File: src/rtl/quad_lock_pkg.sv
// Shared types and helpers for the quad-key code lock.
package quad_lock_pkg;

    typedef enum logic [1:0] {
        IDLE    = 2'd0,
        ENTRY   = 2'd1,
        OPEN    = 2'd2,
        LOCKOUT = 2'd3
    } lock_state_t;

    localparam int DIGIT_W    = 2;
    // Widest packed code supported (8 digits of DIGIT_W bits).
    localparam int CODE_MAX_W = 16;

    // Digit idx of a packed code; digit 0 sits in the low bits and is entered first.
    function automatic logic [DIGIT_W-1:0] code_digit(input logic [CODE_MAX_W-1:0] code,
                                                      input logic [2:0]            idx);
        return code[DIGIT_W*idx +: DIGIT_W];
    endfunction

endpackage

File: src/rtl/lock_timer.sv
// Saturating cycle timer with synchronous clear and a compare against a runtime limit.
module lock_timer
#(
    parameter int TMR_W = 24
) (
    input  logic             sysclk,
    input  logic             reset,
    input  logic             clear,
    input  logic             enable,
    input  logic [TMR_W-1:0] limit,
    output logic [TMR_W-1:0] count,
    output logic             hit
);

    // Count up while enabled, stick at all-ones, clear wins over counting.
    always_ff @(posedge sysclk or negedge reset) begin
        if (!reset) begin
            count <= '0;
        end else if (clear) begin
            count <= '0;
        end else if (enable && (count != '1)) begin
            count <= count + 1'b1;
        end
    end

    assign hit = (count == limit);

endmodule

File: src/rtl/quad_code_lock.sv
// Code lock fed by four debounced key pulses: digit sequence match, unlock hold,
// fail counting with lockout, and inter-key timeout.
module quad_code_lock
    import quad_lock_pkg::*;
#(
    parameter int                  CODE_LEN    = 4,
    parameter logic [2*CODE_LEN-1:0] CODE      = 8'b11_10_01_00,
    parameter int                  TMR_W       = 24,
    parameter logic [TMR_W-1:0]    TIMEOUT_CYC = 24'd5_000_000,
    parameter logic [TMR_W-1:0]    OPEN_CYC    = 24'd10_000_000,
    parameter logic [TMR_W-1:0]    LOCK_CYC    = 24'd15_000_000,
    parameter int                  MAX_FAIL    = 3
) (
    input  logic       sysclk,
    input  logic       reset,
    input  logic       X0_deb,
    input  logic       X1_deb,
    input  logic       X2_deb,
    input  logic       X3_deb,
    output logic       unlocked,
    output logic       locked_out,
    output logic       fail_pulse,
    output logic       timeout_pulse,
    output logic [2:0] digit_cnt,
    output logic [2:0] fail_cnt
);

    localparam logic [CODE_MAX_W-1:0] CODE_EXT = CODE_MAX_W'(CODE);
    localparam logic [3:0]            LEN4     = 4'(CODE_LEN);
    localparam logic [2:0]            MAXF     = 3'(MAX_FAIL);

    lock_state_t      state, state_nxt;
    logic [2:0]       digit_nxt, fail_nxt, fail_inc, base_cnt;
    logic             mismatch, mm_nxt, base_mm, entry_mm;
    logic [3:0]       entry_len;
    logic             fail_p_nxt, to_p_nxt;
    logic [3:0]       keys;
    logic             key_ev;
    logic [1:0]       key_val;
    logic             tmr_clear, tmr_en, tmr_eq, tmr_hit;
    logic [TMR_W-1:0] tmr_cnt, tmr_limit;

    assign keys = {X3_deb, X2_deb, X1_deb, X0_deb};

    // A key event is exactly one key high; anything else is treated as no key.
    always_comb begin
        key_ev  = 1'b1;
        key_val = 2'd0;
        case (keys)
            4'b0001: key_val = 2'd0;
            4'b0010: key_val = 2'd1;
            4'b0100: key_val = 2'd2;
            4'b1000: key_val = 2'd3;
            default: key_ev  = 1'b0;
        endcase
    end

    // Per-state expiry limit for the shared timer.
    always_comb begin
        tmr_limit = '1;
        case (state)
            ENTRY:   tmr_limit = TIMEOUT_CYC - 1'b1;
            OPEN:    tmr_limit = OPEN_CYC - 1'b1;
            LOCKOUT: tmr_limit = LOCK_CYC - 1'b1;
            default: tmr_limit = '1;
        endcase
    end

    // Overshoot is treated as expired too, so a stale count can never skip the limit.
    assign tmr_hit   = tmr_eq || (tmr_cnt > tmr_limit);
    // Restart on every state change and on each accepted digit; idle needs no timing.
    assign tmr_clear = (state_nxt != state) || ((state == ENTRY) && key_ev);
    assign tmr_en    = (state != IDLE);

    lock_timer #(.TMR_W(TMR_W)) u_timer (
        .sysclk (sysclk),
        .reset  (reset),
        .clear  (tmr_clear),
        .enable (tmr_en),
        .limit  (tmr_limit),
        .count  (tmr_cnt),
        .hit    (tmr_eq)
    );

    // Next-state, digit/fail bookkeeping and pulse generation.
    always_comb begin
        state_nxt  = state;
        digit_nxt  = digit_cnt;
        fail_nxt   = fail_cnt;
        mm_nxt     = mismatch;
        fail_p_nxt = 1'b0;
        to_p_nxt   = 1'b0;
        fail_inc   = fail_cnt + 3'd1;
        // A fresh entry from IDLE starts with no digits and a clean mismatch flag.
        base_cnt   = (state == IDLE) ? 3'd0 : digit_cnt;
        base_mm    = (state == IDLE) ? 1'b0 : mismatch;
        entry_mm   = base_mm | (key_val != code_digit(CODE_EXT, base_cnt));
        entry_len  = {1'b0, base_cnt} + 4'd1;

        case (state)
            IDLE, ENTRY: begin
                if (key_ev) begin
                    if (entry_len == LEN4) begin
                        digit_nxt = 3'd0;
                        mm_nxt    = 1'b0;
                        if (!entry_mm) begin
                            state_nxt = OPEN;
                            fail_nxt  = 3'd0;
                        end else begin
                            fail_p_nxt = 1'b1;
                            fail_nxt   = fail_inc;
                            state_nxt  = (fail_inc == MAXF) ? LOCKOUT : IDLE;
                        end
                    end else begin
                        digit_nxt = entry_len[2:0];
                        mm_nxt    = entry_mm;
                        state_nxt = ENTRY;
                    end
                end else if ((state == ENTRY) && tmr_hit) begin
                    to_p_nxt  = 1'b1;
                    state_nxt = IDLE;
                    digit_nxt = 3'd0;
                    mm_nxt    = 1'b0;
                end
            end
            OPEN: begin
                // Any key relocks and is swallowed.
                if (key_ev || tmr_hit) state_nxt = IDLE;
            end
            LOCKOUT: begin
                if (tmr_hit) begin
                    state_nxt = IDLE;
                    fail_nxt  = 3'd0;
                end
            end
            default: state_nxt = IDLE;
        endcase
    end

    // State and registered outputs.
    always_ff @(posedge sysclk or negedge reset) begin
        if (!reset) begin
            state         <= IDLE;
            digit_cnt     <= 3'd0;
            fail_cnt      <= 3'd0;
            mismatch      <= 1'b0;
            fail_pulse    <= 1'b0;
            timeout_pulse <= 1'b0;
            unlocked      <= 1'b0;
            locked_out    <= 1'b0;
        end else begin
            state         <= state_nxt;
            digit_cnt     <= digit_nxt;
            fail_cnt      <= fail_nxt;
            mismatch      <= mm_nxt;
            fail_pulse    <= fail_p_nxt;
            timeout_pulse <= to_p_nxt;
            unlocked      <= (state_nxt == OPEN);
            locked_out    <= (state_nxt == LOCKOUT);
        end
    end

endmodule

File: config.mk
export PLATFORM = sky130hd
export DESIGN_NAME = quad_code_lock
export DESIGN_NICKNAME = d
export VERILOG_FILES = /design/src/rtl/quad_lock_pkg.sv /design/src/rtl/lock_timer.sv /design/src/rtl/quad_code_lock.sv
export SDC_FILE = /design/constraint.sdc
export NUM_CORES = 1
export LEC_CHECK = 0
export ABC_AREA = 1
export BUFFER_PORTS_ARGS = -buffer_cell sky130_fd_sc_hd__buf_2
export CAP_MARGIN = 20
export CORE_UTILIZATION = 50
export CTS_CLUSTER_DIAMETER = 150
export DETAILED_ROUTE_END_ITERATION = 10
export GPL_TIMING_DRIVEN = 0
export PLACE_DENSITY = 0.7
export SYNTH_ARGS = -nofsm -noshare
export SYNTH_HDL_FRONTEND = slang
export SYNTH_SLANG_ARGS = --single-unit
File: constraint.sdc
create_clock -name sysclk -period 2.9 [get_ports sysclk]
set_clock_uncertainty 0.1 [all_clocks]
set_input_delay 0.145 -clock sysclk [delete_from_list [all_inputs] [get_ports sysclk]]
set_output_delay 0.145 -clock sysclk [all_outputs]
set_load 0.02 [all_outputs]
==> results.txt, run 1 <==
Status = finished, final reports clean
Initial antenna violation count = 0
Ant diodes = 0
Initial DRC count = 128
Largest area contributor in the netlist = dfrtp_1
Sequential fraction of the synthesis area = 34.7%
Clock sink count = 37
IO Pins = 16
Worst Tran Pin Value = 0.849 ns
Setup CP Type = flop to flop
Layout cells sized above 1 = 29.0%
Unrepaired setup endpoints after global routing = true
GRT Total Usage = 24.5%
Max-cap check violation count = 0
Commonest cells in the netlist = nand2_1 (78), nor2_1 (57), inv_1 (40), dfrtp_1 (37), nand3_1 (25)
Filler instances = 436
Netlist cell types = 29
Row Count = 26
Final Setup Violations = 0
Final hold violation count = 0
Leakage power = 1.57 nW
TNS Setup = 0 ns
Synthesis-to-layout area growth = 26.6%
Fin cells = 473
Top-count cell post-synth = nand2_1
Worst vdd rail ir drop = 0.000554 V
CTS tree = done
Max Buffers Root-to-Sink = 2
Drt pass-1 iters = 5
Arr. time, crit path = 2.97 ns
Grt peak-use layer = met2
Hold WC Path Type = input pin to flop
Final WL = 6.80 mm
Vias in the first global route = 2,239
Antenna Violating Nets Remaining = 0
Die area = 5640 um^2
Wire per inst = 14.4 um
Worst-path clk slew = 0.08 ns
F_max = 351 MHz
Buffers on Ports = 15
Flops & latches, synth = 37
Inserted Clock Buffers = 5
Post-synth ARST share = 100%
Hpwl dp = 4.31 mm
Critical path required time = 3.02 ns
Clk root buf = clkbuf_8
Slew Limit Fails = 0
Clk Latency, worst-skew pair = 0.30 ns
CP max FO = 4
Die W = 75.1 um
Met1 Usage GRT = 34.1%
Post-Syn Instances = 359
Synth top area cells = dfrtp_1 (35%), nand2_1 (11%), ha_1 (9.4%)
Grt ovf = 0
Largest net degree at the start of global routing = 38
Mean area per synthesized cell = 7.44 um^2
Part of the cycle the worst path needs = 98.2%
Die H = 75.1 um
Synth Flop Type = dfrtp_1
Cell area after synthesis = 2670 um^2
Ys Warns = 0
DRC errors left = 0
Vias after detailed routing = 2,479
EDFF count, synth = 0
Routability cong. = 0.896
Placed cells = 444
CP Capture Type = flop
Kind of start point of the critical path = flop
Met3 Usage GRT = 4.55%
Pwr/cell area = 898 nW/um^2
Mapped Nets = 385
Core area = 5140 um^2
Initial Util = 51.9%
Net count, final = 428
First-pass GRT wire length = 10.3 mm
Tmin final = 2.85 ns
Met2 Use GR = 38.1%
Slew headroom = 43.4%
Post-synth top area share = 34.7%
Via density = 5.24
Number of H-tree levels = 2
-- worst max-delay path, cell delays in order (launching register included) --
cell     delay, ns
dfrtp_2       0.46
inv_4         0.09
ha_2          0.25
ha_1          0.26
nand2_2       0.09
nor2_4        0.04
nand2_2       0.08
nor2_4        0.05
buf_4         0.14
a21oi_4       0.17
nand3_2       0.12
nand2_4       0.10
nand3_2       0.07
nand2_2       0.11
nand2_4       0.07
nand2_4       0.07
nand4_4       0.12
buf_6         0.16
buf_4         0.13
nor2_1        0.08
-- state kept, by name (all words and copies together), names as in the netlist --
signal and flops:
timeout_pulse 1, fail_cnt 3, unlocked 1, state 2, fail_pulse 1, digit_cnt 3
u_timer.count 24, locked_out 1, mismatch 1
-- final cells by class --
type                       instances  area [um^2]  share of cell area (%)
buffer                             4         41.3                    1.22
timing repair buffer              37          302                    8.92
clock buffer                       5         68.8                    2.04
inverter                          41          159                    4.70
clock inverter                     3         17.5                   0.518
sequential                        37          928                    27.5
multi-input combinational        276         1780                    52.6
tap                               70         87.6                    2.59
-- cell families (layout without fill, tap and decap cells) --
| group | after synthesis | in the layout | share of synthesized area, % |
|---|---|---|---|
| buffers and inverters | 46 | 90 | 7.40 |
| multiplexers | 1 | 1 | 0.375 |
| XOR/XNOR | 22 | 22 | 7.22 |
| AND/OR/NAND/NOR | 204 | 204 | 35.0 |
| AO/OA/AOI/OAI | 29 | 29 | 6.00 |
| adder cells (fa/ha/maj) | 20 | 20 | 9.37 |
| flip-flops | 37 | 37 | 34.7 |
-- cells in the final DEF, fill, tap and decap left out, drive strengths merged --
cell	instances
a21boi	1
dlygate4sd3	1
xnor2	8
a21o	1
o211ai	1
and2	2
a21oi	7
xor2	14
mux2i	1
nand4	9
dfrtp	37
ha	20
o21ai	14
clkinvlp	1
nand3b	2
inv	41
nor2	71
o22ai	4
nor4	2
o21bai	1
buf	40
nand2	84
nand3	27
clkinv	2
clkbuf	5
nor3	7
-- final timing paths --
kind,start,end,slack (ns),cells past startpoint
max,state[0],u_timer.count[17],0.05,19
min,X2_deb,fail_pulse,0.31,7
max reg2reg,state[0],u_timer.count[17],0.05,19
min reg2reg,fail_cnt[2],fail_cnt[2],0.45,2
max in group asynchronous,reset,state[0],1.73,2
min in group asynchronous,reset,u_timer.count[13],0.38,2
-- power by group --
group	internal [mW]	switching, mW
clock network	0.166	0.206
registers	0.590	0.0628
logic	0.901	1.11
-- per-stage QoR --
| stage | cell area [um^2] | util, % | hold slack [ns] | power (mW) | setup WS [ns] |
|---|---|---|---|---|---|
| floorplan | 2670 | - | -0.251 | 1.56 | 0.197 |
| global placement | 2830 | 55.1 | 0.193 | 1.82 | -0.228 |
| detailed placement | 2830 | 55.1 | 0.200 | 1.84 | -0.315 |
| CTS | 3100 | 60.3 | 0.353 | 2.63 | 0.00510 |
| global route | 3380 | 65.8 | 0.374 | 3.23 | -0.0635 |
| finish | 3380 | 65.8 | 0.313 | 3.04 | 0.0524 |
-- what timing repair did --
| item | CTS | global route |
|---|---|---|
| cloned | 2 | 0 |
| setup endpoints to repair | 28 | 28 |
| hold endpoints to repair | 37 | 0 |
| setup buffers | 11 | 8 |
| pin swaps | 3 | 27 |
| hold buffers | 1 | 0 |
| resized for setup | 12 | 61 |
-- per-layer routing --
layer  share of wire [%]  vias to the layer above  routed length (um)
met1                  47                     1164                3190
met3                 3.6                       17                 244
li1                    -                     1239                   -
met2                  47                       59                3180
met5                   0                        -                   0
met4                 2.7                        0                 184
Note: power is estimated with default switching activity, not from simulation.
==> inputs of run 2 (changes only) <==
--- a/config.mk
+++ b/config.mk
@@ -8,11 +8,11 @@
 export ABC_AREA = 1
 export BUFFER_PORTS_ARGS = -buffer_cell sky130_fd_sc_hd__buf_2
 export CAP_MARGIN = 20
-export CORE_UTILIZATION = 50
+export CORE_UTILIZATION = 51
 export CTS_CLUSTER_DIAMETER = 150
 export DETAILED_ROUTE_END_ITERATION = 10
 export GPL_TIMING_DRIVEN = 0
-export PLACE_DENSITY = 0.7
+export PLACE_DENSITY = 0.71
 export SYNTH_ARGS = -nofsm -noshare
 export SYNTH_HDL_FRONTEND = slang
 export SYNTH_SLANG_ARGS = --single-unit
==> results.txt, run 2 (synthesized netlist as in run 1, its figures left out) <==
First-pass GRT wire length = 9.45 mm (-8.4%)
Met1 WL = 2.94 mm (-7.8%)
GRT Total Usage = 22.6% (-1.9 points)
Max reg flops = 24 (unchanged)
Worst Setup Slack, final = -0.000386 ns (-0.0528 ns)
Vias after detailed routing = 2,434 (-1.8%)
Status = finished, violations left
Slew Limit Fails = 0 (unchanged)
Number of H-tree levels = 2 (unchanged)
CTS tree = done
Die H = 74.4 um (-0.96%)
Hpwl dp = 4.26 mm (-1.2%)
Initial antenna violation count = 0 (unchanged)
Via density = 5.28 (+0.74%)
Clk Latency, worst-skew pair = 0.30 ns (about the same)
Part of the cycle the worst path needs = 100% (+1.8 points)
Filler instances = 427 (-2.1%)
TNS Setup = -0.000386 ns (-0.000386 ns)
Initial Util = 54.7% (+2.8 points)
Core area = 4880 um^2 (-5.1%)
Synthesis-to-layout area growth = 24.1%
Most frequent cells in the layout = nand2_1 (74), nor2_1 (48), inv_1 (38), dfrtp_1 (35), nand3_1 (21)
Clock sink count = 37 (unchanged)
Arr. time, crit path = 3.03 ns (+0.06 ns)
Pre-CTS setup slack = -0.239 ns (+0.0752 ns)
Die W = 74.4 um (-0.96%)
Vias in the first global route = 2,094 (-6.5%)
F_max = 345 MHz (-1.8%)
Critical path required time = 3.03 ns (about the same)
Leakage power = 1.54 nW (-1.9%)
Wire length on met3 = 323 um (+32%)
Clk root buf = clkbuf_8
Row Count = 25 (-3.8%)
Most common cell after layout, fill and taps aside = nand2_1
Buffers on Ports = 15 (unchanged)
Worst R2R Setup Slack = -0.0004 ns (-0.05 ns)
Final hold violation count = 0 (unchanged)
Worst vdd rail ir drop = 0.000581 V (+4.9%)
Final instance area = 3310 um^2 (-2.0%)
Max-cap check violation count = 0 (unchanged)
Worst-path clk slew = 0.08 ns (about the same)
Failing checks = negative setup slack
Max Buffers Root-to-Sink = 2 (unchanged)
Wire per inst = 13.6 um (-5.3%)
Fin cells = 461 (-2.5%)
Drt pass-1 iters = 4 (-1)
Layout cells sized above 1 = 23.4% (-5.7 points)
Delay-heaviest family, CP = simple AND/OR/NAND/NOR gates
Biggest regs = u_timer.count: 24 flops, digit_cnt: 3 flops, fail_cnt: 3 flops
Die area = 5530 um^2 (-1.9%)
Reg with most FFs = u_timer.count
Net count, final = 419 (-2.1%)
CP bufs+invs = 4 (unchanged)
Unrepaired setup endpoints after global routing = true
Final Setup Violations = 1 (+1)
DR top layer = met4
Placed inst area = 2830 um^2 (-0.13%)
Initial DRC count = 165 (+29%)
Routability cong. = 0.932 (+4.1%)
Pwr/cell area = 868 nW/um^2 (-3.4%)
Grt ovf = 0 (unchanged)
Kind of start point of the critical path = flop
Setup CP Type = flop to flop
Placed cells = 441 (-0.68%)
Slowest stage delay, CP = 0.46 ns (about the same)
Hold WC Path Type = input pin to flop
Slew headroom = 45.9% (+2.5 points)
Antenna Violating Nets Remaining = 0 (unchanged)
CP max FO = 7 (+3)
Worst Tran Pin Value = 0.812 ns (-0.0375 ns)
Critical-path cell list = inv_4, ha_4, buf_6, inv_6, ha_4, a21o_1, nand3_2, nand3_2, a21oi_4, nand3_4, nand2_4, nand3_2, nand2_2, nand2_4, nand2_4, nand4_4, clkbuf_16, nor2_2
DRC errors left = 0 (unchanged)
Largest net degree at the start of global routing = 38 (unchanged)
Met2 WL = 2.94 mm (-7.8%)
CP Capture Type = flop
Slowest CP cell = dfrtp_2
IO Pins = 16 (unchanged)
Ant diodes = 0 (unchanged)
Final WL = 6.28 mm (-7.7%)
Tmin final = 2.90 ns (+0.0528 ns)
Inserted Clock Buffers = 5 (unchanged)
[run 2: area by class of cell]
class / instances / area, um^2 / area share [%]
plain buffers: 5 / 56.3 / 1.70
well taps: 67 / 83.8 / 2.53
inverters: 41 / 164 / 4.95
repair buffers: 27 / 223 / 6.72
clock buffers: 6 / 72.6 / 2.19
clock inverters: 2 / 38.8 / 1.17
flip-flops and latches: 37 / 928 / 28.0
multi-input cells: 276 / 1750 / 52.7
[run 2: per-stage QoR]
stage | power [mW] | util (%) | hold WS, ns
floorplan | 1.56 | - | -0.251
global placement | 1.81 | 58.0 | 0.189
detailed placement | 1.83 | 58.0 | 0.194
CTS | 2.33 | 61.1 | 0.353
global route | 3.06 | 67.9 | 0.394
finish | 2.88 | 67.9 | 0.364
[run 2: path summary, 6_finish.rpt]
path,from,end,depth (start not counted)
max,state[0],u_timer.count[22],18
min,X1_deb,timeout_pulse,5
max reg2reg,state[0],u_timer.count[22],18
min reg2reg,mismatch,mismatch,2
max in group asynchronous,reset,state[1],2
min in group asynchronous,reset,u_timer.count[9],2
[run 2: worst min-delay path, delay by kind of cell]
kind / cells / cell delay (ns)
buffers and inverters: 1 / 0.12
AND/OR/NAND/NOR: 4 / 0.46
[run 2: power by group]
part           switching, mW  internal (mW)  leakage (nW)
clock network          0.193          0.258        0.0554
logic                   1.04          0.738         0.976
registers             0.0607          0.590         0.504
[run 2: layer usage]
layer | vias to the layer above | track usage, %
li1 | 1217 | -
met1 | 1153 | 32.2
met2 | 54 | 35.6
met3 | 10 | 3.66
met4 | 0 | 6.50
met5 | - | 0
[run 2: timing repair]
action | in CTS | in global routing
resized for setup | 4 | 51
setup endpoints to repair | 28 | 28
buffers inserted | 3 | 6
cloned | 0 | 2
hold endpoints to repair | 37 | 0
pin swaps | 0 | 16
hold buffers | 1 | 0
==> inputs of run 3 (changes only) <==
--- a/config.mk
+++ b/config.mk
@@ -8,11 +8,10 @@
 export ABC_AREA = 1
 export BUFFER_PORTS_ARGS = -buffer_cell sky130_fd_sc_hd__buf_2
 export CAP_MARGIN = 20
-export CORE_UTILIZATION = 51
+export CORE_MARGIN = 2
+export CORE_UTILIZATION = 45
 export CTS_CLUSTER_DIAMETER = 150
 export DETAILED_ROUTE_END_ITERATION = 10
-export GPL_TIMING_DRIVEN = 0
-export PLACE_DENSITY = 0.71
 export SYNTH_ARGS = -nofsm -noshare
 export SYNTH_HDL_FRONTEND = slang
 export SYNTH_SLANG_ARGS = --single-unit
==> results.txt, run 3 (synthesized netlist as in run 1, its figures left out) <==
Status = finished, final reports clean
Worst vdd rail ir drop = 0.000389 V (-33%)
Max-cap check violation count = 0 (unchanged)
Max reg flops = 24 (unchanged)
Slowest stage delay, CP = 0.44 ns (-0.02 ns)
Vias after detailed routing = 2,382 (-2.1%)
Clock sink count = 37 (unchanged)
Antenna Violating Nets Remaining = 0 (unchanged)
Vias in the first global route = 2,218 (+5.9%)
Wire per inst = 13.8 um (+1.2%)
Net count, final = 422 (+0.72%)
Filler instances = 569 (+33%)
Routability cong. = 0.874 (-6.2%)
Most common cell after layout, fill and taps aside = nand2_1
Pwr/cell area = 837 nW/um^2 (-3.6%)
Grt peak-use layer = met2
Most frequent cells in the layout = nand2_1 (76), nor2_1 (53), inv_1 (37), dfrtp_1 (36), nand3_1 (22)
Initial Util = 45.9% (-8.8 points)
Die area = 6570 um^2 (+19%)
Worst Setup Slack, final = 0.152 ns (+0.152 ns)
Worst hold path depth = 5 (unchanged)
Pre-CTS setup slack = 0.137 ns (+0.376 ns)
Grt ovf = 0 (unchanged)
Arr. time, crit path = 2.84 ns (-0.19 ns)
Slowest CP cell = dfrtp_2
Part of the cycle the worst path needs = 94.8% (-5.2 points)
Drt pass-1 iters = 5 (+1)
Worst Reg-to-Reg Cells = 19 (+1)
Clk root buf = clkbuf_8
Fin cells = 472 (+2.4%)
Ant diodes = 0 (unchanged)
Critical path required time = 2.99 ns (-0.04 ns)
Final hold violation count = 0 (unchanged)
Max Buffers Root-to-Sink = 2 (unchanged)
Via density = 5.05 (-4.4%)
Hold WC Path Type = input pin to flop
Critical-path cell list = buf_4, ha_4, ha_1, nand2_1, nor2_2, nand2_1, nor2_2, nand2_1, nor2_1, nand3_2, nand3_2, nand2_4, nand3_2, nand2_2, nand2_2, nand2_2, nand4_4, buf_6, nor2_2
Placed cells = 455 (+3.2%)
Met3 Usage GRT = 3.78% (+0.12 points)
CP Capture Type = flop
Slew Limit Fails = 0 (unchanged)
Tmin final = 2.75 ns (-0.152 ns)
Initial antenna violation count = 0 (unchanged)
Hold slack = 0.365 ns (+0.000654 ns)
Total power draw = 2.65 mW (-7.7%)
Number of H-tree levels = 2 (unchanged)
Met1 Usage GRT = 30.4% (-1.9 points)
Buffers on Ports = 15 (unchanged)
Slew headroom = 41.8% (-4.1 points)
Die W = 81.0 um (+9.0%)
Final WL = 6.51 mm (+3.6%)
Final Setup Violations = 0 (-1)
DRC errors left = 0 (unchanged)
Worst Tran Pin Value = 0.873 ns (+0.0615 ns)
Core area = 5820 um^2 (+19%)
Row Count = 28 (+12%)
Met2 Use GR = 31.6% (-4.0 points)
Biggest regs = u_timer.count: 24 flops, digit_cnt: 3 flops, fail_cnt: 3 flops
Synthesis-to-layout area growth = 18.8%
First-pass GRT wire length = 10.4 mm (+11%)
IO Pins = 16 (unchanged)
Largest net degree at the start of global routing = 38 (unchanged)
Inserted Clock Buffers = 5 (unchanged)
Die H = 81.0 um (+9.0%)
Initial DRC count = 146 (-12%)
Kind of start point of the critical path = flop
Setup CP Type = flop to flop
Leakage power = 1.51 nW (-1.6%)
CTS tree = done
Worst-path clk slew = 0.07 ns (about the same)
GRT Total Usage = 20.8% (-1.8 points)
CP max FO = 6 (-1)
Clk Latency, worst-skew pair = 0.30 ns (about the same)
Hpwl dp = 4.57 mm (+7.2%)
Reg with most FFs = u_timer.count
Layout cells sized above 1 = 21.4% (-1.9 points)
F_max = 364 MHz (+5.5%)
TNS Setup = 0 ns (+0.000386 ns)
## run 3: metal layers
metal  vias to the layer above  wire, um
li1                       1225         -
met1                      1107      3260
met2                        42      2940
met3                         8       212
met4                         0        95
met5                         -         0
## run 3: area by class of cell
type	count	area, um^2	area share (%)
inverters	41	154	4.85
clock inverters	1	7.51	0.237
flip-flops and latches	37	927	29.2
repair buffers	35	279	8.79
clock buffers	7	76.3	2.41
multi-input cells	276	1640	51.5
well taps	75	93.8	2.96
## run 3: final timing paths
check | startpoint | endpoint | slack (ns)
min | X0_deb | timeout_pulse | 0.36
min reg2reg | fail_cnt[2] | fail_cnt[2] | 0.44
max reg2reg | state[1] | u_timer.count[22] | 0.15
min in group asynchronous | reset | u_timer.count[9] | 0.40
max in group asynchronous | reset | state[1] | 1.70
max | state[1] | u_timer.count[22] | 0.15
## run 3: per-stage QoR
| step | util [%] | instance area [um^2] |
|---|---|---|
| finish | 54.6 | 3170 |
| global route | 54.6 | 3170 |
| CTS | 51.3 | 2980 |
| detailed placement | 49.7 | 2890 |
| global placement | 49.7 | 2890 |
| floorplan | - | 2670 |
## run 3: timing repair
item | in CTS | in global routing
setup buffers | 0 | 5
hold endpoints to repair | 37 | 0
hold buffers | 1 | 0
setup endpoints to repair | 0 | 24
resized for setup | 0 | 25
## run 3: where the power goes
part | leakage (nW) | total, mW | internal, mW | switching [mW]
clock network | 0.0385 | 0.365 | 0.170 | 0.195
logic | 0.968 | 1.65 | 0.689 | 0.959
registers | 0.505 | 0.642 | 0.588 | 0.0537
## run 3: critical path: cells and delay by family, from the launching register on
| family | cells | cell delay, ns |
|---|---|---|
| adder cells (fa/ha/maj) | 2 | 0.43 |
| AND/OR/NAND/NOR | 15 | 1.32 |
| flip-flops | 1 | 0.44 |
| buffers and inverters | 2 | 0.34 |
